==> src/rtl/gin_mcast_if.sv <==
// gin_mcast_if: word-input and per-controller delivery bundle of the GIN.
// master = source/controllers side, slave = gin_mcast.
interface gin_mcast_if #(
    parameter int BITWIDTH        = 16,
    parameter int TAG_LENGTH      = 4,
    parameter int NUM_CONTROLLERS = 10
);
    logic                                in_valid;
    logic                                in_ready;
    logic [TAG_LENGTH-1:0]               in_tag;
    logic [BITWIDTH-1:0]                 in_data;
    logic [NUM_CONTROLLERS-1:0]          unit_ready;
    logic [BITWIDTH*NUM_CONTROLLERS-1:0] output_value;
    logic [NUM_CONTROLLERS-1:0]          unit_enable;

    modport master (
        output in_valid, in_tag, in_data, unit_ready,
        input  in_ready, output_value, unit_enable
    );

    modport slave (
        input  in_valid, in_tag, in_data, unit_ready,
        output in_ready, output_value, unit_enable
    );
endinterface

==> src/rtl/gin_mcast.sv <==
// gin_mcast: tagged-word FIFO with all-or-nothing multicast to controllers.
// Ports: clk, rstb (sync, active-low), program_i (scan shift), scan_tag_in,
//   scan_tag_out (chain out), enable, bus (gin_mcast_if.slave: input
//   handshake, unit_ready, output_value, unit_enable), busy, drop_count.
module gin_mcast #(
    parameter int BITWIDTH        = 16,
    parameter int TAG_LENGTH      = 4,
    parameter int NUM_CONTROLLERS = 10,
    parameter int FIFO_DEPTH      = 4,
    parameter int DROP_CNT_W      = 8
) (
    input  logic                  clk,
    input  logic                  rstb,
    input  logic                  program_i,
    input  logic [TAG_LENGTH-1:0] scan_tag_in,
    output logic [TAG_LENGTH-1:0] scan_tag_out,
    input  logic                  enable,
    gin_mcast_if.slave            bus,
    output logic                  busy,
    output logic [DROP_CNT_W-1:0] drop_count
);
    localparam int PTR_W = $clog2(FIFO_DEPTH);
    localparam int CNT_W = PTR_W + 1;
    localparam int ENT_W = TAG_LENGTH + BITWIDTH;

    logic [TAG_LENGTH-1:0]      tag_q [NUM_CONTROLLERS];
    logic [BITWIDTH-1:0]        val_q [NUM_CONTROLLERS];
    logic [ENT_W-1:0]           mem_q [FIFO_DEPTH];
    logic [PTR_W-1:0]           wr_q, wr_d;
    logic [PTR_W-1:0]           rd_q, rd_d;
    logic [CNT_W-1:0]           cnt_q, cnt_d;
    logic [DROP_CNT_W-1:0]      drop_q, drop_d;
    logic [NUM_CONTROLLERS-1:0] en_q, en_d;

    logic [TAG_LENGTH-1:0]      head_tag;
    logic [BITWIDTH-1:0]        head_data;
    logic [NUM_CONTROLLERS-1:0] match;
    logic                       active, push, deliver, drop, pop;

    assign head_tag  = mem_q[rd_q][ENT_W-1:BITWIDTH];
    assign head_data = mem_q[rd_q][BITWIDTH-1:0];

    always_comb begin
        match = '0;
        for (int i = 0; i < NUM_CONTROLLERS; i++) begin
            match[i] = (head_tag == '1) || (head_tag == tag_q[i]);
        end
    end

    // in_ready and busy are forced low while reset is asserted.
    assign bus.in_ready = rstb & enable & ~program_i
                        & (cnt_q < CNT_W'(FIFO_DEPTH));
    assign busy         = rstb & (cnt_q != '0);

    assign push    = bus.in_valid & bus.in_ready;
    assign active  = enable & ~program_i & (cnt_q != '0);
    assign drop    = active & (match == '0);
    // Deliver only when every matching controller is ready.
    assign deliver = active & (match != '0)
                   & ((match & ~bus.unit_ready) == '0);
    assign pop     = drop | deliver;

    always_comb begin
        wr_d   = wr_q;
        rd_d   = rd_q;
        cnt_d  = cnt_q;
        drop_d = drop_q;
        en_d   = '0;
        if (push) wr_d = wr_q + 1'b1;
        if (pop)  rd_d = rd_q + 1'b1;
        case ({push, pop})
            2'b10:   cnt_d = cnt_q + 1'b1;
            2'b01:   cnt_d = cnt_q - 1'b1;
            default: cnt_d = cnt_q;
        endcase
        if (drop && drop_q != '1) drop_d = drop_q + 1'b1;
        if (deliver) en_d = match;
    end

    always_ff @(posedge clk) begin
        if (!rstb) begin
            for (int i = 0; i < NUM_CONTROLLERS; i++) begin
                tag_q[i] <= '0;
                val_q[i] <= '0;
            end
            wr_q   <= '0;
            rd_q   <= '0;
            cnt_q  <= '0;
            drop_q <= '0;
            en_q   <= '0;
        end else begin
            if (program_i) begin
                tag_q[0] <= scan_tag_in;
                for (int i = 1; i < NUM_CONTROLLERS; i++) begin
                    tag_q[i] <= tag_q[i-1];
                end
            end
            if (deliver) begin
                for (int i = 0; i < NUM_CONTROLLERS; i++) begin
                    if (match[i]) val_q[i] <= head_data;
                end
            end
            wr_q   <= wr_d;
            rd_q   <= rd_d;
            cnt_q  <= cnt_d;
            drop_q <= drop_d;
            en_q   <= en_d;
        end
    end

    // Storage needs no reset; the pointers define what is valid.
    always_ff @(posedge clk) begin
        if (push) mem_q[wr_q] <= {bus.in_tag, bus.in_data};
    end

    always_comb begin
        bus.output_value = '0;
        for (int i = 0; i < NUM_CONTROLLERS; i++) begin
            bus.output_value[i*BITWIDTH +: BITWIDTH] = val_q[i];
        end
    end

    assign bus.unit_enable = en_q;
    assign scan_tag_out    = tag_q[NUM_CONTROLLERS-1];
    assign drop_count      = drop_q;
endmodule
==> src/flat_wrapper.sv <==
// flat-port wrapper written by rule: the top's interface ports become plain ports
module gin_mcast_flat 
#(
    parameter int BITWIDTH        = 16,
    parameter int TAG_LENGTH      = 4,
    parameter int NUM_CONTROLLERS = 10,
    parameter int FIFO_DEPTH      = 4,
    parameter int DROP_CNT_W      = 8
)
  (clk, rstb, program_i, scan_tag_in, scan_tag_out, enable, busy, drop_count, bus_in_valid, bus_in_tag, bus_in_data, bus_unit_ready, bus_in_ready, bus_output_value, bus_unit_enable);
  gin_mcast_if #(.BITWIDTH(BITWIDTH), .TAG_LENGTH(TAG_LENGTH), .NUM_CONTROLLERS(NUM_CONTROLLERS)) bus_i ();
  input  logic clk;
  input  logic rstb;
  input  logic program_i;
  input  logic [TAG_LENGTH-1:0] scan_tag_in;
  output logic [TAG_LENGTH-1:0] scan_tag_out;
  input  logic enable;
  output logic busy;
  output logic [DROP_CNT_W-1:0] drop_count;
  input wire logic [$bits(bus_i.in_valid)-1:0] bus_in_valid;
  input wire logic [$bits(bus_i.in_tag)-1:0] bus_in_tag;
  input wire logic [$bits(bus_i.in_data)-1:0] bus_in_data;
  input wire logic [$bits(bus_i.unit_ready)-1:0] bus_unit_ready;
  output wire logic [$bits(bus_i.in_ready)-1:0] bus_in_ready;
  output wire logic [$bits(bus_i.output_value)-1:0] bus_output_value;
  output wire logic [$bits(bus_i.unit_enable)-1:0] bus_unit_enable;
  assign bus_i.in_valid = bus_in_valid;
  assign bus_i.in_tag = bus_in_tag;
  assign bus_i.in_data = bus_in_data;
  assign bus_i.unit_ready = bus_unit_ready;
  assign bus_in_ready = bus_i.in_ready;
  assign bus_output_value = bus_i.output_value;
  assign bus_unit_enable = bus_i.unit_enable;
  gin_mcast #(.BITWIDTH(BITWIDTH), .TAG_LENGTH(TAG_LENGTH), .NUM_CONTROLLERS(NUM_CONTROLLERS), .FIFO_DEPTH(FIFO_DEPTH), .DROP_CNT_W(DROP_CNT_W)) u_core (.clk(clk), .rstb(rstb), .program_i(program_i), .scan_tag_in(scan_tag_in), .scan_tag_out(scan_tag_out), .enable(enable), .bus(bus_i), .busy(busy), .drop_count(drop_count));
endmodule
==> config.mk <==
export PLATFORM = sky130hd
export DESIGN_NAME = gin_mcast_flat
export DESIGN_NICKNAME = d
export VERILOG_FILES = /design/src/rtl/gin_mcast_if.sv /design/src/rtl/gin_mcast.sv /design/src/flat_wrapper.sv
export SDC_FILE = /design/constraint.sdc
export NUM_CORES = 1
export LEC_CHECK = 0
export ABC_AREA = 1
export CORE_ASPECT_RATIO = 2
export CORE_MARGIN = 5
export CORE_UTILIZATION = 53
export DETAILED_ROUTE_END_ITERATION = 8
export MAX_ROUTING_LAYER = met4
export PLACE_DENSITY = 0.78
export SLEW_MARGIN = 5
export SYNTH_ARGS = -nofsm -noshare
export SYNTH_HDL_FRONTEND = slang
export SYNTH_SLANG_ARGS = --single-unit
==> constraint.sdc <==
create_clock -name clk -period 4.8 [get_ports clk]
set_input_delay 0.72 -clock clk [delete_from_list [all_inputs] [get_ports clk]]
set_output_delay 0.72 -clock clk [all_outputs]
set_load 0.005 [all_outputs]
# After elaboration in Yosys (flattened, before gate mapping)
# Memory sizes are Yosys's and may differ from the RTL's. A register that Yosys moved wholly into a read port is not among the register bits.
# Cells that the tools add are included.
# Widths: inputs -> output; s select.
# classes
addsub	5
magnitude_cmp	1
n_eq_ne	14
n_mux	69
n_bitwise	34
n_reduce_logical	17
# ops
op	count
$mux 16	10
$mux 1	46
$eq 4x4->1	10
$mux 4	10
$or 1x1->1	21
$logic_not 10->1	2
$and 1x1->1	10
$and 10x10->10	1
$logic_or 1x1->1	10
$not 10->10	1
$reduce_bool 10->1	1
$add 8x1->8 const B	1
$ne 8x8->1 const B	1
$pmux 3 s2	1
$add 2x1->2 const B	2
$eq 4x4->1 const B	1
$mux 2	2
$add 3x1->3 const B	1
$lt 3x3->1 const B	1
$reduce_bool 3->1	1
$sub 3x1->3 const B	1
$eq 2x1->1 const B	1
$eq 2x2->1 const B	1
$reduce_and 2->1	1
3 further kinds	3
# totals
reg_bits	25
ram_bits	280
output_inout_bits	184
n_memories	3
# mem_list
memory	depth	word_bits	rd	rd_ports_with_merged_regs	wr	line_no	rtl
u_core.val_q	10	16	10	0	10	gin_mcast.sv:27	logic [BITWIDTH-1:0] val_q [NUM_CONTROLLERS];
u_core.mem_q	4	20	1	1	1	gin_mcast.sv:28	logic [ENT_W-1:0] mem_q [FIFO_DEPTH];
u_core.tag_q	10	4	10	0	10	gin_mcast.sv:26	logic [TAG_LENGTH-1:0] tag_q [NUM_CONTROLLERS];

# Logic depth before layout (Yosys ltp)
# Gate-level depths: netlist of run 1.
# depth
depth_word	9
ltp_mapped	26
ltp_nobuf	24

# Worst setup path after synthesis of run 1
# OpenSTA, ideal clock, no wires.
# synth_path
path_type	input port to flip-flop
from	input rstb
to	memory u_core.mem_q[0][0] (netlist name) (enable)
arrival_ps	3460
required_time_ps	4403
slack_ps	943
stages	6
path_buffers	1
path_cell_list	buf_2 -> clkinv_1 -> or2_2 -> nor3_1 -> nand2_1 -> nor2_1
# synth_via
elab_chain_cells	6
# synth_rtl
item	line_no	rtl
start, declared	flat_wrapper.sv:13	input logic rstb;
$and 1x1->1 (2 in series)	gin_mcast.sv:51	assign bus.in_ready = rstb & enable & ~program_i
$and 1x1->1	gin_mcast.sv:52	& (cnt_q < CNT_W'(FIFO_DEPTH));
net bus_in_ready	flat_wrapper.sv:24	output wire logic [$bits(bus_i.in_ready)-1:0] bus_in_ready;
$and 1x1->1	gin_mcast.sv:55	assign push = bus.in_valid & bus.in_ready;
$mux 1	gin_mcast.sv:113	if (push) mem_q[wr_q] <= {bus.in_tag, bus.in_data};
$mux 1 (not written as such)	gin_mcast.sv:113	
end, declared	gin_mcast.sv:28	
# The timed path passes the listed nets, and every way through them passes these cells.

==> results of run 1 <==
-- cell type report --
cell class                 instances  share of cell area
multi-input combinational        612               0.192
tap                              287              0.0223
inverter                          95              0.0222
timing repair buffer             238               0.146
clock buffer                      33              0.0440
clock inverter                    15              0.0172
sequential                       307               0.557
-- metal layers --
layer | wire (µm) | up-vias
met5 | 0 | -
met4 | 1890 | 0
met3 | 1870 | 102
li1 | - | 3969
met2 | 18200 | 373
met1 | 10300 | 4119
-- worst max-delay path, stage by stage, from the launching register on --
cell     delay, ps
dfxtp_1        380
inv_2          520
nand3_2        370
nand2_1        490
nand2_1        100
nand2_1        130
nand2_1         80
inv_1          140
nand2_4         70
nand2_1         90
nor2_1          50
nand3_1        110
nand2_2        120
nor2_8         100
buf_4          290
nand2_1         90
nand2_1        580
-- worst min path at each step --
| stage | start | end | slack, ps | cells after the start |
|---|---|---|---|---|
| 3_5_place_dp | u_core.cnt_q[2] | u_core.cnt_q[2] | 500 | 2 |
| 6_report | u_core.drop_count[1] | u_core.drop_count[1] | 510 | 2 |
| 3_3_place_gp | u_core.cnt_q[2] | u_core.cnt_q[2] | 500 | 2 |
| 5_1_grt | u_core.drop_count[1] | u_core.drop_count[1] | 540 | 2 |
| 2_1_floorplan | u_core.cnt_q[2] | u_core.cnt_q[2] | 450 | 2 |
| 4_1_cts | u_core.cnt_q[2] | u_core.cnt_q[2] | 510 | 2 |
-- where the power goes --
| part | switching [µW] | total, µW | leakage, µW | internal [µW] |
|---|---|---|---|---|
| Combinational | 266 | 441 | 0.00284 | 175 |
| Clock | 918 | 2390 | 0.000472 | 1470 |
| Sequential | 33.1 | 3020 | 0.00303 | 2990 |
| Total | 1220 | 5860 | 0.00634 | 4640 |
-- kinds of logic after synthesis --
logic type,Yosys count,share of synthesized area
buf+inv,154,0.0577
simple gates,547,0.203
flops,307,0.701
compound gates,51,0.0264
fa+ha+maj,7,0.00745
xor+xnor,7,0.00480
-- layout by cell type (no fill, tap or decap), types with 6 or more instances in the layout --
master	instances
a21oi_1	28
a32o_1	16
buf_4	16
bufinv_16	8
clkbuf_16	27
clkdlybuf4s50_1	222
dfxtp_1	27
edfxtp_1	280
ha_1	6
inv_1	81
inv_2	13
nand2_1	211
nand2_2	14
nand2_4	7
nand3_1	54
nand3_4	8
nor2_1	170
nor2_2	65
-- flip-flops by register name (all words and copies together), names as in the netlist, named ones only --
register	flops
u_core.drop_count	8
u_core.bus.unit_enable	10
u_core.mem_q	80
u_core.cnt_q	3
u_core.val_q	160
u_core.tag_q	40
u_core.wr_q	2
u_core.rd_q	2
-- metrics by stage --
step / util / setup slack [ps] / std cells / power [µW]
detailed placement: 0.634 / 631 / 1539 / 3530
global placement: 0.634 / 680 / 1539 / 3520
CTS: 0.675 / 596 / 1587 / 5890
global route: 0.675 / 244 / 1587 / 6030
floorplan: - / 943 / 1073 / 3290
finish: 0.675 / 686 / 1587 / 5860
==> run_results.csv, run 1 <==
group,metric,value,unit
sta,setup_viol,0,
sta,finalMaxSlewViolations,0,
job,max_cap_violations,0,
global_route,track_usage,0.240,
clock_network,htreeDepth,1,
final_layout,final-seq-area,0.00895,mm²
sta,hold_ws,511,ps
route,final_antenna_net_count,0,
sta,max_slew.worst_pin.slew,920,ps
worst_setup_path,crit_arrival,4270,ps
worst_setup_path,worstSetupEndpointType,"flip-flop",
logic_synthesis,netlist_area,0.0128,mm²
clock_network,cts_buffers,26,
clock_network,root_buffer,"clkbuf_16",
floorplanning,num_io_pins,223,
place,place_area,0.0151,mm²
route,via_count,8563,
route,finalWirelength,32300,µm
clock_network,cts_hold_repair.buffers,0,
sta,rsz0062_at_grt,"false",
clock_network,clock_latency,530,ps
logic_synthesis,synth_top_area_cell,"edfxtp_1",
logic_synthesis,synth_edf_count,280,
final_layout,multi_input_area,0.00309,mm²
global_route,grt_first_pass_wirelength,49200,µm
worst_setup_path,crit_fanout,36,
floorplanning,die_area,0.0275,mm²
place,port_buffers,222,
sta,fin_skew,7.86,ps
logic_synthesis,synth_seq_cells,307,
logic_synthesis,synthCells,1073,
global_route,grt_pass1_vias,8629,
worst_setup_path,required,4960,ps
power_and_ir_drop,vdd_drop_max,0.319,mV
place,finalWeightedCongestion,0.897,
worst_setup_path,crit_path_end,"u_core.val_q[0][81]",
floorplanning,initial_core_util,0.536,
sta,tns,0,ps
clock_network,cts_setup_buffers,0,
sta,period_share,0.857,
power_and_ir_drop,power.leakage,0.00634,µW
final_layout,nFillCells,1730,
global_route,met3_usage,0.0323,
global_route,grt_max_degree,42,
floorplanning,die_w,120,µm
logic_synthesis,postSynthAreaPerCell,11.9,µm²
route,vias_per_cell,5.40,
logic_synthesis,yosys_most_used_dff,"edfxtp_1",
sta,fmax,243,MHz
place,dp_hpwl,23700,µm
clock_network,path_clk_slew,70,ps
logic_synthesis,async_reset_ff_frac,0,
global_route,met2_usage,0.453,
worst_setup_path,start_kind,"flip-flop",
final_layout,layout-drive-gt1-share,0.133,
final_layout,final_cell_area,0.0161,mm²
clock_network,cts_tree,"done",
route,drtPass1Iterations,5,
worst_setup_path,rr_worst_depth,16,
route,drt-initial-drc-count,544,
logic_synthesis,ys_top_cells_by_area,"edfxtp_1 66%, nand2_1 6.2%, nor2_1 5.0%, dfxtp_1 4.2%, nor2_2 3.2%",
clock_network,cts_sinks,307,
logic_synthesis,netlist_top_cells_count,"280 x edfxtp_1, 211 x nand2_1, 170 x nor2_1",
final_layout,layout.nets,1326,
final_layout,diodes,0,
clock_network,clock_path_buffers,3,
run_status,outcome,"completed",
route,drcViolationCount,0,
floorplanning,die_h,230,µm
route,wl_per_cell,20.4,µm
logic_synthesis,ys_types,34,
logic_synthesis,syn-num-nets,1119,
worst_setup_path,critical_path_class,"flip-flop to flip-flop",
min_path,worstHoldPathType,"flip-flop to flip-flop",
logic_synthesis,synth-seq-area-share,0.701,
final_layout,syn_to_final_growth,25.9,%
global_route,grt_util_met1,0.234,
floorplanning,core_area,0.0238,mm²
global_route,gr-total-overflow,0,
worst_setup_path,r2r_slack,690,ps
sta,fin_crit,4110,ps
global_route,antenna_found_initial,0,
sta,max_slew_margin,0.386,
logic_synthesis,synth_top_area_share,0.658,
logic_synthesis,yosysWarningCount,0,
clock_network,ctsResizeCount,0,
logic_synthesis,synth.most_common_cell,"edfxtp_1",
power_and_ir_drop,pwr_density_cell,364,mW/mm²
floorplanning,num_rows,80,
global_route,top_usage_layer,"met2",
sta,hold_violations,0,
worst_setup_path,r2r-end,"u_core.val_q[0][81]",
Power figures use the tool's default switching activity.
==> run 2, diff against run 1 <==
--- a/config.mk
+++ b/config.mk
@@ -12,7 +12,7 @@
 export DETAILED_ROUTE_END_ITERATION = 8
 export MAX_ROUTING_LAYER = met4
 export PLACE_DENSITY = 0.78
-export SLEW_MARGIN = 5
+export SLEW_MARGIN = 15
 export SYNTH_ARGS = -nofsm -noshare
 export SYNTH_HDL_FRONTEND = slang
 export SYNTH_SLANG_ARGS = --single-unit
==> results of run 2 <==
The final DEF is identical to that of run 1; final timing and power are the same.
==> RTL change (config.mk and constraints of run 1) <==
Register the output `drop_count` once more, with the module's reset; this adds one clock of latency there. The other outputs are not delayed to match.
--- a/src/rtl/gin_mcast.sv
+++ b/src/rtl/gin_mcast.sv
@@ -122,5 +122,11 @@
 
     assign bus.unit_enable = en_q;
     assign scan_tag_out    = tag_q[NUM_CONTROLLERS-1];
-    assign drop_count      = drop_q;
+    always_ff @(posedge clk) begin
+        if (!rstb) begin
+            drop_count <= '0;
+        end else begin
+            drop_count <= drop_q;
+        end
+    end
 endmodule
Behaviour: not the same (Yosys sat finds a counterexample within 4 cycles, from zero or initial values and one cycle with rstb low).
==> RTL change against run 1 <==
Non-clock buffer count down 1. Setup slack worse by 0.12 ns. Sequential share of layout area up 2.0 points. Clock skew grew 0.0056 ns. Final area fell by 1.7%. Area after synthesis shrank 1.4%. Total power shrank 4.1%. Sequential cell count grew 8. Routed wire length shrank 1.6%. Largest cell class unchanged.
==> RTL change: results <==
{
  "hpwl_mm": 23.17,
  "syn_nets": 1148,
  "worst_pin_slew_ns": 1.231,
  "netlist-cell-type-count": 30,
  "ys_ff_latch": 315,
  "grt_pass1_wl_mm": 48.14,
  "grt_pass1_vias": 8690,
  "ys_top_cells_by_area": "edfxtp_1 67%, nor2_1 7.1%, nand2_1 6.9%",
  "dp.cells": 1558,
  "seq_power_share_pct": 55.0,
  "nets": 1349,
  "status": "completed",
  "ff2ff_setup_slack_ns": 0.56,
  "powerDensity_nw_per_um2": 355.4,
  "crit_arrival_ns": 4.65,
  "buffer_area_share_pct": 14.77,
  "cp_slowest_cell": "dfxtp_1",
  "routabilityCongestion": 0.9050,
  "drt_iter0_drc": 687,
  "wl_per_cell_um": 19.81,
  "power.total_uw": 5616,
  "vias": 8575,
  "synthXorXnorAreaFrac_pct": 0.2087,
  "place_area_um2": 14950,
  "syn_area_per_cell_um2": 11.43,
  "nNonClkInverters": 105,
  "fp.coreArea_um2": 23330,
  "comb.multi_input.count": 618,
  "synth-compound-area-share_pct": 2.961,
  "pg_clk_uw": 2110,
  "ys_seq_area_share_pct": 72.34,
  "fin_crit_sh_pct": 88.24,
  "critical_path.max_stage_delay_ns": 0.53,
  "clock_buffers": 41,
  "seqCellArea_um2": 9109,
  "r2r.worst_path.cells": 20,
  "final-clk-cell-share_pct": 5.424,
  "finalClockSkew_ns": 0.01344
}
[RTL change: per-layer routing]
layer | vias up | global-route usage, % | wire, µm
met5 | - | - | 0
met4 | 0 | 10.55 | 1418
met3 | 82 | 2.823 | 1678
met2 | 357 | 45.76 | 17970
met1 | 4114 | 23.23 | 10720
li1 | 4022 | - | -
[RTL change: how the worst min path moves through the flow]
stage | startpoint | slack [ns] | end
5_1_grt | u_core.drop_q[7] | 0.50 | u_core.drop_count[7]
6_report | u_core.drop_q[7] | 0.46 | u_core.drop_count[7]
4_1_cts | u_core.drop_q[7] | 0.47 | u_core.drop_count[7]
2_1_floorplan | u_core.drop_q[7] | 0.43 | u_core.drop_count[7]
3_5_place_dp | u_core.drop_q[7] | 0.46 | u_core.drop_count[7]
3_3_place_gp | u_core.drop_q[7] | 0.45 | u_core.drop_count[7]
